File: config.mk
export PLATFORM = sky130hd
export DESIGN_NAME = counter8_seq_flat
export DESIGN_NICKNAME = d
export VERILOG_FILES = /design/src/rtl/counter8_seq_pkg.sv /design/src/rtl/counter8_seq_if.sv /design/src/rtl/counter8_seq.sv /design/src/flat_wrapper.sv
export SDC_FILE = /design/constraint.sdc
export NUM_CORES = 1
export LEC_CHECK = 0
export BUFFER_PORTS_ARGS = -buffer_cell sky130_fd_sc_hd__buf_4
export CORE_MARGIN = 2
export CORE_UTILIZATION = 49
export CTS_CLUSTER_SIZE = 20
export DETAILED_ROUTE_END_ITERATION = 10
export PLACE_DENSITY = 0.75
export SYNTH_ARGS = -nofsm -noshare
export SYNTH_HDL_FRONTEND = slang
export SYNTH_SLANG_ARGS = --single-unit
File: constraint.sdc
create_clock -name clock -period 2.7 [get_ports clock]
set_clock_uncertainty 0.1 [all_clocks]
set_input_delay 0.54 -clock clock [delete_from_list [all_inputs] [get_ports clock]]
set_output_delay 0.54 -clock clock [all_outputs]
set_load 0.005 [all_outputs]
File: src/rtl/counter8_seq_pkg.sv
// Shared definitions for the counter8 sequencer: widths, FSM states, command opcodes.
package counter8_seq_pkg;

    localparam int unsigned CNT_W = 8;
    localparam int unsigned OP_W  = 2;

    // Sequencer states (3-bit encoding)
    typedef enum logic [2:0] {
        IDLE  = 3'd0,
        LOAD  = 3'd1,
        RUN   = 3'd2,
        PAUSE = 3'd3,
        DONE  = 3'd4
    } state_e;

    // Command opcodes carried on cmd_op
    typedef enum logic [OP_W-1:0] {
        CMD_START  = 2'b00,
        CMD_PAUSE  = 2'b01,
        CMD_RESUME = 2'b10,
        CMD_ABORT  = 2'b11
    } cmd_op_e;

    // Distance the counter has to travel, modulo 2**CNT_W
    function automatic logic [CNT_W-1:0] span_f(input logic [CNT_W-1:0] start_v,
                                                 input logic [CNT_W-1:0] target_v);
        return CNT_W'(target_v - start_v);
    endfunction

    // Count value one step before the target, modulo 2**CNT_W
    function automatic logic [CNT_W-1:0] pre_target_f(input logic [CNT_W-1:0] target_v);
        return CNT_W'(target_v - CNT_W'(1));
    endfunction

endpackage : counter8_seq_pkg

File: src/rtl/counter8_seq_if.sv
// Command handshake plus counter8 control/observation bundle for the sequencer.
interface counter8_seq_if
    import counter8_seq_pkg::*;
#(
    parameter int unsigned WIDTH = CNT_W
) ();

    // Command channel
    logic             cmd_valid;
    logic             cmd_ready;
    logic [OP_W-1:0]  cmd_op;
    logic [WIDTH-1:0] cmd_start;
    logic [WIDTH-1:0] cmd_target;
    logic             cmd_reload;

    // Counter8 side
    logic [WIDTH-1:0] ctr_count;
    logic [WIDTH-1:0] ctr_data;
    logic             ctr_load;
    logic             ctr_start_stop;

    // Status
    logic             busy;
    logic             done;
    logic             cmd_err;

    // Control logic / counter side
    modport master (
        output cmd_valid, cmd_op, cmd_start, cmd_target, cmd_reload, ctr_count,
        input  cmd_ready, ctr_data, ctr_load, ctr_start_stop, busy, done, cmd_err
    );

    // Sequencer side
    modport slave (
        input  cmd_valid, cmd_op, cmd_start, cmd_target, cmd_reload, ctr_count,
        output cmd_ready, ctr_data, ctr_load, ctr_start_stop, busy, done, cmd_err
    );

endinterface : counter8_seq_if

File: src/rtl/counter8_seq.sv
// Sequencer for counter8: accepts START/PAUSE/RESUME/ABORT commands, loads the start
// value, runs the counter to the programmed target (wrapping through 255) and
// optionally reloads for periodic operation.
module counter8_seq
    import counter8_seq_pkg::*;
(
    input  logic           clock,
    input  logic           clear,
    counter8_seq_if.slave  bus
);

    localparam int unsigned WIDTH = CNT_W;

    state_e           state_q;
    logic [WIDTH-1:0] start_q;
    logic [WIDTH-1:0] target_q;
    logic             reload_q;
    logic [WIDTH-1:0] data_q;
    logic             load_q;
    logic             run_q;
    logic             done_q;
    logic             err_q;

    cmd_op_e          op;
    logic             accept;
    logic             at_term;
    logic [WIDTH-1:0] span;

    // Command decode; the counter is one step short of target on the terminal edge
    assign op      = cmd_op_e'(bus.cmd_op);
    assign accept  = bus.cmd_valid && (state_q != LOAD);
    assign span    = span_f(start_q, target_q);
    assign at_term = (bus.ctr_count == pre_target_f(target_q));

    // Main sequencer FSM with registered counter controls and status pulses
    always_ff @(posedge clock or posedge clear) begin
        if (clear) begin
            state_q  <= IDLE;
            start_q  <= '0;
            target_q <= '0;
            reload_q <= 1'b0;
            data_q   <= '0;
            load_q   <= 1'b0;
            run_q    <= 1'b0;
            done_q   <= 1'b0;
            err_q    <= 1'b0;
        end else begin
            done_q <= 1'b0;
            err_q  <= 1'b0;
            case (state_q)
                IDLE, DONE: begin
                    if (accept) begin
                        case (op)
                            CMD_START: begin
                                start_q  <= bus.cmd_start;
                                target_q <= bus.cmd_target;
                                reload_q <= bus.cmd_reload;
                                data_q   <= bus.cmd_start;
                                load_q   <= 1'b1;
                                state_q  <= LOAD;
                            end
                            CMD_ABORT: begin
                                run_q   <= 1'b0;
                                load_q  <= 1'b0;
                                state_q <= IDLE;
                            end
                            default: err_q <= 1'b1;
                        endcase
                    end
                end

                LOAD: begin
                    // Counter takes data_q on this edge
                    load_q <= 1'b0;
                    if (span == '0) begin
                        done_q  <= 1'b1;
                        state_q <= DONE;
                    end else begin
                        run_q   <= 1'b1;
                        state_q <= RUN;
                    end
                end

                RUN: begin
                    if (accept && (op == CMD_ABORT)) begin
                        // Abort wins over terminal detect: no done pulse
                        run_q   <= 1'b0;
                        load_q  <= 1'b0;
                        state_q <= IDLE;
                    end else if (at_term) begin
                        // Any other command on the terminal edge is dropped as illegal
                        run_q  <= 1'b0;
                        done_q <= 1'b1;
                        if (accept) begin
                            err_q <= 1'b1;
                        end
                        if (reload_q && (span != '0)) begin
                            data_q  <= start_q;
                            load_q  <= 1'b1;
                            state_q <= LOAD;
                        end else begin
                            state_q <= DONE;
                        end
                    end else if (accept) begin
                        if (op == CMD_PAUSE) begin
                            run_q   <= 1'b0;
                            state_q <= PAUSE;
                        end else begin
                            err_q <= 1'b1;
                        end
                    end
                end

                PAUSE: begin
                    if (accept) begin
                        case (op)
                            CMD_RESUME: begin
                                run_q   <= 1'b1;
                                state_q <= RUN;
                            end
                            CMD_ABORT: begin
                                run_q   <= 1'b0;
                                load_q  <= 1'b0;
                                state_q <= IDLE;
                            end
                            default: err_q <= 1'b1;
                        endcase
                    end
                end

                default: begin
                    run_q   <= 1'b0;
                    load_q  <= 1'b0;
                    state_q <= IDLE;
                end
            endcase
        end
    end

    // Outputs: ready/busy decode the state, the rest come straight from registers
    assign bus.cmd_ready      = (state_q != LOAD);
    assign bus.busy           = (state_q == LOAD) || (state_q == RUN) || (state_q == PAUSE);
    assign bus.ctr_data       = data_q;
    assign bus.ctr_load       = load_q;
    assign bus.ctr_start_stop = run_q;
    assign bus.done           = done_q;
    assign bus.cmd_err        = err_q;

endmodule : counter8_seq

File: src/flat_wrapper.sv
// flat-port wrapper written by rule: the top's interface ports become plain ports
module counter8_seq_flat import counter8_seq_pkg::*;
  (clock, clear, bus_cmd_valid, bus_cmd_op, bus_cmd_start, bus_cmd_target, bus_cmd_reload, bus_ctr_count, bus_cmd_ready, bus_ctr_data, bus_ctr_load, bus_ctr_start_stop, bus_busy, bus_done, bus_cmd_err);
  counter8_seq_if #(.WIDTH(8)) bus_i ();
  input  logic clock;
  input  logic clear;
  input wire logic [$bits(bus_i.cmd_valid)-1:0] bus_cmd_valid;
  input wire logic [$bits(bus_i.cmd_op)-1:0] bus_cmd_op;
  input wire logic [$bits(bus_i.cmd_start)-1:0] bus_cmd_start;
  input wire logic [$bits(bus_i.cmd_target)-1:0] bus_cmd_target;
  input wire logic [$bits(bus_i.cmd_reload)-1:0] bus_cmd_reload;
  input wire logic [$bits(bus_i.ctr_count)-1:0] bus_ctr_count;
  output wire logic [$bits(bus_i.cmd_ready)-1:0] bus_cmd_ready;
  output wire logic [$bits(bus_i.ctr_data)-1:0] bus_ctr_data;
  output wire logic [$bits(bus_i.ctr_load)-1:0] bus_ctr_load;
  output wire logic [$bits(bus_i.ctr_start_stop)-1:0] bus_ctr_start_stop;
  output wire logic [$bits(bus_i.busy)-1:0] bus_busy;
  output wire logic [$bits(bus_i.done)-1:0] bus_done;
  output wire logic [$bits(bus_i.cmd_err)-1:0] bus_cmd_err;
  assign bus_i.cmd_valid = bus_cmd_valid;
  assign bus_i.cmd_op = bus_cmd_op;
  assign bus_i.cmd_start = bus_cmd_start;
  assign bus_i.cmd_target = bus_cmd_target;
  assign bus_i.cmd_reload = bus_cmd_reload;
  assign bus_i.ctr_count = bus_ctr_count;
  assign bus_cmd_ready = bus_i.cmd_ready;
  assign bus_ctr_data = bus_i.ctr_data;
  assign bus_ctr_load = bus_i.ctr_load;
  assign bus_ctr_start_stop = bus_i.ctr_start_stop;
  assign bus_busy = bus_i.busy;
  assign bus_done = bus_i.done;
  assign bus_cmd_err = bus_i.cmd_err;
  counter8_seq u_core (.clock(clock), .clear(clear), .bus(bus_i));
endmodule
==> results of run 1 <==
worst reg2reg max path, stage by stage (launching register included):
cell and delay, ns:
sky130_fd_sc_hd__dfrtp_1 0.42, sky130_fd_sc_hd__buf_4 0.16, sky130_fd_sc_hd__nor3_2 0.19, sky130_fd_sc_hd__a21oi_1 0.06, sky130_fd_sc_hd__a311o_1 0.33, sky130_fd_sc_hd__a211oi_2 0.29, sky130_fd_sc_hd__nand2_2 0.13, sky130_fd_sc_hd__o41ai_4 0.30
sky130_fd_sc_hd__buf_6 0.18, sky130_fd_sc_hd__mux2_2 0.34
area by class of cell:
type,count,area [um2],area share
Clock buffer,7,96.3,0.0353
Inverter,18,67.6,0.0247
Multi-Input combinational cell,165,1280,0.468
Sequential cell,32,802,0.293
Tap cell,50,62.6,0.0229
Timing Repair Buffer,56,424,0.155
cells by family (layout without fill, tap and decap cells):
logic type / count (synthesis) / after routing
buffers and inverters: 24 / 81
and+or+nand+nor: 63 / 63
DFF: 32 / 32
muxes: 27 / 27
xor gates and xnor gates: 10 / 10
adders and majority gates: 12 / 12
AOI/OAI and AO/OA: 53 / 53
sequential cells by signal, indices dropped and copies added, names as in the netlist:
name and count:
u_core.bus.ctr_load 1, u_core.target_q 8, u_core.bus.cmd_err 1, u_core.start_q 8
u_core.bus.done 1, u_core.state_q 3, u_core.bus.ctr_data 8, u_core.bus.ctr_start_stop 1
u_core.reload_q 1
cells in the final DEF (no fill, tap or decap), types with 2 or more instances in the layout:
| cell | synthesis | layout |
|---|---|---|
| sky130_fd_sc_hd__buf_4 | 0 | 55 |
| sky130_fd_sc_hd__dfrtp_1 | 32 | 31 |
| sky130_fd_sc_hd__mux2_2 | 24 | 24 |
| sky130_fd_sc_hd__nand2_1 | 23 | 22 |
| sky130_fd_sc_hd__inv_1 | 18 | 16 |
| sky130_fd_sc_hd__o21ai_0 | 13 | 13 |
| sky130_fd_sc_hd__nor2_1 | 11 | 11 |
| sky130_fd_sc_hd__a21oi_1 | 12 | 10 |
| sky130_fd_sc_hd__ha_1 | 12 | 9 |
| sky130_fd_sc_hd__clkbuf_8 | 0 | 7 |
| sky130_fd_sc_hd__xnor2_1 | 5 | 5 |
| sky130_fd_sc_hd__nand2b_1 | 5 | 5 |
| sky130_fd_sc_hd__xor2_1 | 5 | 5 |
| sky130_fd_sc_hd__a21boi_0 | 4 | 4 |
| sky130_fd_sc_hd__nor3_1 | 4 | 4 |
| sky130_fd_sc_hd__nand4_1 | 4 | 4 |
| sky130_fd_sc_hd__nand3b_1 | 3 | 3 |
| sky130_fd_sc_hd__nor2b_1 | 3 | 3 |
| sky130_fd_sc_hd__mux2i_1 | 3 | 3 |
| sky130_fd_sc_hd__and3_1 | 3 | 3 |
| sky130_fd_sc_hd__ha_4 | 0 | 3 |
| sky130_fd_sc_hd__o22ai_1 | 2 | 2 |
| sky130_fd_sc_hd__a21oi_2 | 0 | 2 |
| sky130_fd_sc_hd__o211ai_1 | 2 | 2 |
| sky130_fd_sc_hd__inv_2 | 0 | 2 |
| sky130_fd_sc_hd__nand3_1 | 2 | 2 |
| sky130_fd_sc_hd__o31ai_1 | 2 | 2 |
| sky130_fd_sc_hd__a21o_1 | 2 | 2 |
| sky130_fd_sc_hd__a221oi_1 | 2 | 2 |
stage by stage:
stage | cells | hold WS, ns | power [uW]
after floorplan | 221 | 0.402 | 2170
after global placement | 318 | 0.397 | 2690
after detailed placement | 318 | 0.396 | 2720
after CTS | 325 | 0.254 | 3150
after global routing | 328 | 0.268 | 3610
final | 328 | 0.230 | 3330
worst min-delay path by stage:
| stage | startpoint | to | slack (ns) | cells after the start |
|---|---|---|---|---|
| 3_3_place_gp | u_core.bus.ctr_data[1] | u_core.bus.ctr_data[1] | 0.40 | 1 |
| 5_1_grt | clear | u_core.bus.ctr_load | 0.27 | 3 |
| 3_5_place_dp | u_core.bus.ctr_data[3] | u_core.bus.ctr_data[3] | 0.40 | 1 |
| 4_1_cts | clear | u_core.bus.cmd_err | 0.25 | 3 |
| 6_report | clear | u_core.bus.cmd_err | 0.23 | 3 |
| 2_1_floorplan | u_core.start_q[0] | u_core.start_q[0] | 0.40 | 1 |
layer usage:
layer | share of wire | global-route usage | up-vias
li1 | - | - | 906
met1 | 0.46 | 0.303 | 876
met2 | 0.47 | 0.320 | 54
met3 | 0.054 | 0.0480 | 7
met4 | 0.013 | 0.0577 | 0
met5 | 0 | 0 | -
power by group through the flow:
stage	Combinational [uW]	Clock (uW)	Sequential (uW)
finish	2010	404	921
global route	2230	438	950
CTS	1830	410	904
detailed placement	1810	0	910
global placement	1790	0	899
floorplan	1300	0	870
repair_timing:
item                       in CTS  in global routing
setup buffers                   0                  3
resized for setup               2                  9
setup endpoints to repair       8                  9
pin swaps                       0                  4
hold endpoints to repair        0                  0
==> qor.log, run 1 <==
[outcome] run status completed
[cells_and_area] antenna diode count 0
[setup_path] startpoint types flip-flop
[setup_path] Slowest-stage cell, CP sky130_fd_sc_hd__dfrtp_1
[power] maximum resistive drop on vdd 0.608 mV
[power] Clk pwr share 0.121
[power] sequential share of power 0.277
[cts] root buffer selected by CTS sky130_fd_sc_hd__clkbuf_8
[setup_path] critical path class reg2reg
[timing] Tcrit/Tclk final 0.970
[setup_path] required time at the endpoint of the critical path 2.77 ns
[timing] Worst-Margin Slew 0.506 ns
[drt] DRC violation count after routing 0
[synth] syn_nets 263
[cts] CTS tree done
[synth] compound-gate portion of the synthesized area 0.179
[cells_and_area] layout cell share with drive strength beyond 1 0.367
[placed_design] pre-CTS setup slack -0.0179 ns
[synth] synthesized area 2120 um2
[setup_path] WP buf/inv 2
[drt] number of violations reported at the end of detailed-routing iteration 0 193
[drt] post-DR wirelength/cell 15.2 um
[floorplan] initial cell density of the core 0.519
[timing] fmax 382 MHz
[synth] cell type with the highest aggregate area in the netlist sky130_fd_sc_hd__dfrtp_1
[setup_path] capture point of the worst path u_core.bus.ctr_data[5]
[power] net switching component of the power 1360 uW
[synth] Primary FF master, synth sky130_fd_sc_hd__dfrtp_1
[timing] number of hold-slack violations in the final timing report 0
[cts] Post-CTS Hold Buffers 0
[timing] final setup violation count 0
[synth] fraction of registers with async set or reset after synthesis 1.00
[placed_design] DP Wirelength 3.69 mm
[drt] Initial DRT Pass Iterations 4
[global_route] total overflow reported by the global router 0
[cts] insertion delay to the later sink of the worst-skew pair 0.29 ns
[power] Logic pwr share 0.602
[synth] multiplexer fraction of the synthesized cell area 0.142
[run] number of max-cap violations 0
[cells_and_area] area grow syn2layout 28.8%
[setup_path] CP Launch Point u_core.target_q[1]
[placed_design] Port Buf Inserts 43
[synth] number of synthesized register bits 32
[floorplan] number of top-level pins 44
[global_route] pin count of the biggest net entering global routing 33
[setup_path] kind of cell adding the most delay to the critical path compound AO/OA/AOI/OAI gates
[floorplan] width of the die 69.8 um
[power] share of total power consumed by net switching 0.409
[cts] Max H-tree Level 2
[cells_and_area] net total in the final layout 320
[global_route] wire length of the first global-routing pass 8.26 mm
[placed_design] final weighted congestion in routability-driven placement 0.912
[hold_path] type of the tightest min-delay check in2async
[global_route] initial antenna violation count 0
[cells_and_area] final standard cell utilization of the core 0.669
[power] Pleak 0.00128 uW
[floorplan] overall die area 4870 um2
[timing] pins over their slew limit 0
[placed_design] placement-stage cell area 2560 um2
[cts] Num CTS Buffers 5
[synth] sequential element share of the synthesized area 0.378
[synth] Syn Inst Count 221
[drt] number of nets still failing antenna checks after routing 0
[synth] yosys synthesis warning count 0
[cells_and_area] Design Area, Final 2730 um2
[drt] routed wire length 4.99 mm
[synth] Post-Synth Simple-Gate Area 0.147
[synth] adder and majority gate portion of the synthesized area 0.0708
[drt] vias per cell 5.62
[drt] routed vias 1843
[floorplan] vertical die dimension 69.8 um
[timing] worst setup margin 0.0805 ns
[power] Pwr Density 1220 nW/um2
[timing] Total Negative Setup Slacks 0 ns
[setup_path] sequence of cells on the critical path buf_4 -> nor3_2 -> a21oi_1 -> a311o_1 -> a211oi_2 -> nand2_2 -> o41ai_4 -> buf_6 -> mux2_2
[synth] distinct cell type count after synthesis 46
[synth] portion of synthesized cell area occupied by the leading cell type 0.378
[setup_path] biggest cell delay along the critical path 0.42 ns
[synth] largest cells by area after synthesis sky130_fd_sc_hd__dfrtp_1, sky130_fd_sc_hd__mux2_2, sky130_fd_sc_hd__ha_1
[setup_path] Reg2Reg Depth 9
[timing] Max transition margin 0.663
[synth] synth cell count leaders sky130_fd_sc_hd__dfrtp_1, sky130_fd_sc_hd__mux2_2, sky130_fd_sc_hd__nand2_1, sky130_fd_sc_hd__inv_1, sky130_fd_sc_hd__o21ai_0
[cts] clock buffer depth 2
[synth] dominant combinational cell family by area after synthesis compound AO/OA/AOI/OAI gates
[synth] XOR/XNOR Fraction of Synth Area 0.0413
[setup_path] startpoint of the most critical register-to-register path u_core.target_q[1]
[synth] most used standard cell by instance count after synthesis sky130_fd_sc_hd__dfrtp_1
[setup_path] sort of element at the end of the critical path flip-flop
[global_route] via count of the first global-routing pass 1732
[floorplan] core box area 4090 um2
[setup_path] end of the worst register-to-register path u_core.bus.ctr_data[5]
[floorplan] number of cell rows 23
[cts] clock slew at the register clock pins of the worst setup and hold paths 0.06 ns
[synth] number of flops mapped to enable cells by yosys 0
[cells_and_area] layout filler cell count 352
[power] Internal Pwr Total 1970 uW
[global_route] GR Util All Layers 0.211
[setup_path] worst-path maximum fanout 8
[synth] mean instance size in the synthesized netlist 9.60 um2
[timing] post-route minimum period 2.62 ns
[setup_path] number of logic stages on the critical path including buffering 9
[cts] clock sink total 32
[setup_path] signal arrival time at the worst endpoint 2.69 ns
[setup_path] r2r setup slk 0.08 ns
(Power assumes the default switching activity.)
==> inputs of run 2 (changes only) <==
- CORE_MARGIN: 2 -> 3
- CORE_UTILIZATION: 49 -> 55
- PLACE_DENSITY: 0.75 -> 0.8
- RECOVER_POWER: not set -> 50
- clock period: 2.7 -> 3.25 ns (I/O delays scaled with it)
==> run 2 against run 1 <==
- cell area decreased by 3.5%
- sequential share of layout area increased by 1.0 points
- core utilization increased by 8.0 points
- sequential power decreased by 17%
- flip-flop and latch count unchanged
- worst setup slack improved by 0.22 ns
==> qor.log, run 2 (same netlist as run 1, synthesis figures left out) <==
[cts] Max H-tree Level 2
[cells_and_area] area occupied by multi-input gates 1230 um2
[power] Power Total 2670 uW
[cts] CTS tree done
[cts] clock sink total 32
[global_route] wire length of the first global-routing pass 8.12 mm
[setup_path] sort of element at the end of the critical path flip-flop
[cts] insertion delay to the later sink of the worst-skew pair 0.29 ns
[floorplan] number of top-level pins 44
[global_route] initial antenna violation count 0
[placed_design] final weighted congestion in routability-driven placement 0.962
[power] Pleak 0.00125 uW
[hold_path] type of the tightest min-delay check in2async
[cts] Num CTS Buffers 5
[drt] routed vias 1877
[global_route] GR Util All Layers 0.237
[drt] number of violations reported at the end of detailed-routing iteration 0 167
[placed_design] Port Buf Inserts 43
[cts] clock buffer depth 2
[cells_and_area] number of non-filler instances in the completed layout 317
[floorplan] vertical die dimension 68.1 um
[placed_design] DP Wirelength 3.75 mm
[cells_and_area] antenna diode count 0
[setup_path] Reg2Reg Depth 9
[drt] Initial DRT Pass Iterations 4
[setup_path] startpoint types flip-flop
[cells_and_area] layout cell share with drive strength beyond 1 0.310
[global_route] pin count of the biggest net entering global routing 27
[placed_design] placement-stage cell area 2510 um2
[timing] Tcrit/Tclk final 0.908
[cts] Post CTS Setup Buffer Count 0
[drt] post-DR wirelength/cell 15.7 um
[timing] final setup violation count 0
[cells_and_area] Register Area 801 um2
[setup_path] critical path class reg2reg
[floorplan] overall die area 4640 um2
[run] number of max-cap violations 0
[timing] post-route minimum period 2.95 ns
[power] Pwr Density 1010 nW/um2
[power] maximum resistive drop on vdd 0.607 mV
[cells_and_area] Design Area, Final 2640 um2
[outcome] run status completed
[cts] cts repair resizes 0
[cells_and_area] most used cells in the layout excluding fill and tap cells sky130_fd_sc_hd__buf_4, sky130_fd_sc_hd__dfrtp_1, sky130_fd_sc_hd__mux2_2
[cells_and_area] layout filler cell count 283
[drt] vias per cell 5.92
[setup_path] signal arrival time at the worst endpoint 3.02 ns
[timing] Max transition margin 0.415
[timing] number of hold-slack violations in the final timing report 0
[global_route] total overflow reported by the global router 0
[drt] DRC violation count after routing 0
[setup_path] required time at the endpoint of the critical path 3.32 ns
[drt] routed wire length 4.98 mm
[timing] worst hold-check slack 0.353 ns
[setup_path] worst-path maximum fanout 8
[floorplan] initial cell density of the core 0.602
[timing] pins over their slew limit 0
[global_route] via count of the first global-routing pass 1670
[timing] Worst-Margin Slew 0.878 ns
[timing] Total Negative Setup Slacks 0 ns
[cts] clock slew at the register clock pins of the worst setup and hold paths 0.07 ns
[floorplan] width of the die 68.1 um
[floorplan] number of cell rows 21
[cells_and_area] net total in the final layout 312
[cells_and_area] commonest non-fill, non-tap cell in the layout sky130_fd_sc_hd__buf_4
[timing] fmax 339 MHz
[placed_design] post-placement cell count 309
[drt] number of nets still failing antenna checks after routing 0
[cells_and_area] area grow syn2layout 24.4%
[cts] root buffer selected by CTS sky130_fd_sc_hd__clkbuf_8
[floorplan] core box area 3520 um2
[cts] Post-CTS Hold Buffers 0
[timing] setup repair after global routing missed its margin false
run 2: layer usage:
metal,track usage,share of wire,up-vias
met1,0.317,0.42,899
met4,0.0819,0.016,0
met2,0.374,0.48,80
met3,0.0575,0.082,8
li1,-,-,890
met5,0,0,-
run 2: layout make-up:
| cell class | count | area share |
|---|---|---|
| Multi-Input combinational cell | 165 | 0.466 |
| Sequential cell | 32 | 0.304 |
| Timing Repair Buffer | 48 | 0.135 |
| Clock buffer | 7 | 0.0365 |
| Inverter | 18 | 0.0256 |
| Tap cell | 46 | 0.0218 |
| Clock inverter | 1 | 0.0114 |
run 2: worst paths after layout:
path	start	to	slack [ns]
min in group clock	u_core.bus.ctr_data[3]	u_core.bus.ctr_data[3]	0.41
max reg2reg	u_core.target_q[4]	u_core.bus.ctr_data[4]	0.30
max	u_core.target_q[4]	u_core.bus.ctr_data[4]	0.30
min reg2reg	u_core.bus.ctr_data[3]	u_core.bus.ctr_data[3]	0.41
max in group asynchronous	clear	u_core.bus.ctr_data[2]	1.49
min	clear	u_core.start_q[5]	0.35
run 2: where the power goes:
part | switching, uW | internal [uW] | leakage, uW
Combinational | 765 | 714 | 0.000790
Sequential | 175 | 589 | 0.000391
Clock | 159 | 271 | 0.0000645
Total | 1100 | 1570 | 0.00125
run 2: through the flow:
step	util	setup slack (ns)
after floorplan	-	0.446
after global placement	0.714	0.417
after detailed placement	0.714	0.343
after CTS	0.750	0.316
after global routing	0.749	0.165
final	0.749	0.298
run 2: critical path, cell delays in order, from the launching register on:
cell	delay, ns
sky130_fd_sc_hd__dfrtp_1	0.44
sky130_fd_sc_hd__ha_1	0.37
sky130_fd_sc_hd__a21oi_1	0.22
sky130_fd_sc_hd__nor2_1	0.08
sky130_fd_sc_hd__a311oi_2	0.26
sky130_fd_sc_hd__mux2i_1	0.13
sky130_fd_sc_hd__a41o_1	0.33
sky130_fd_sc_hd__o41ai_4	0.33
sky130_fd_sc_hd__buf_4	0.22
sky130_fd_sc_hd__mux2_2	0.35
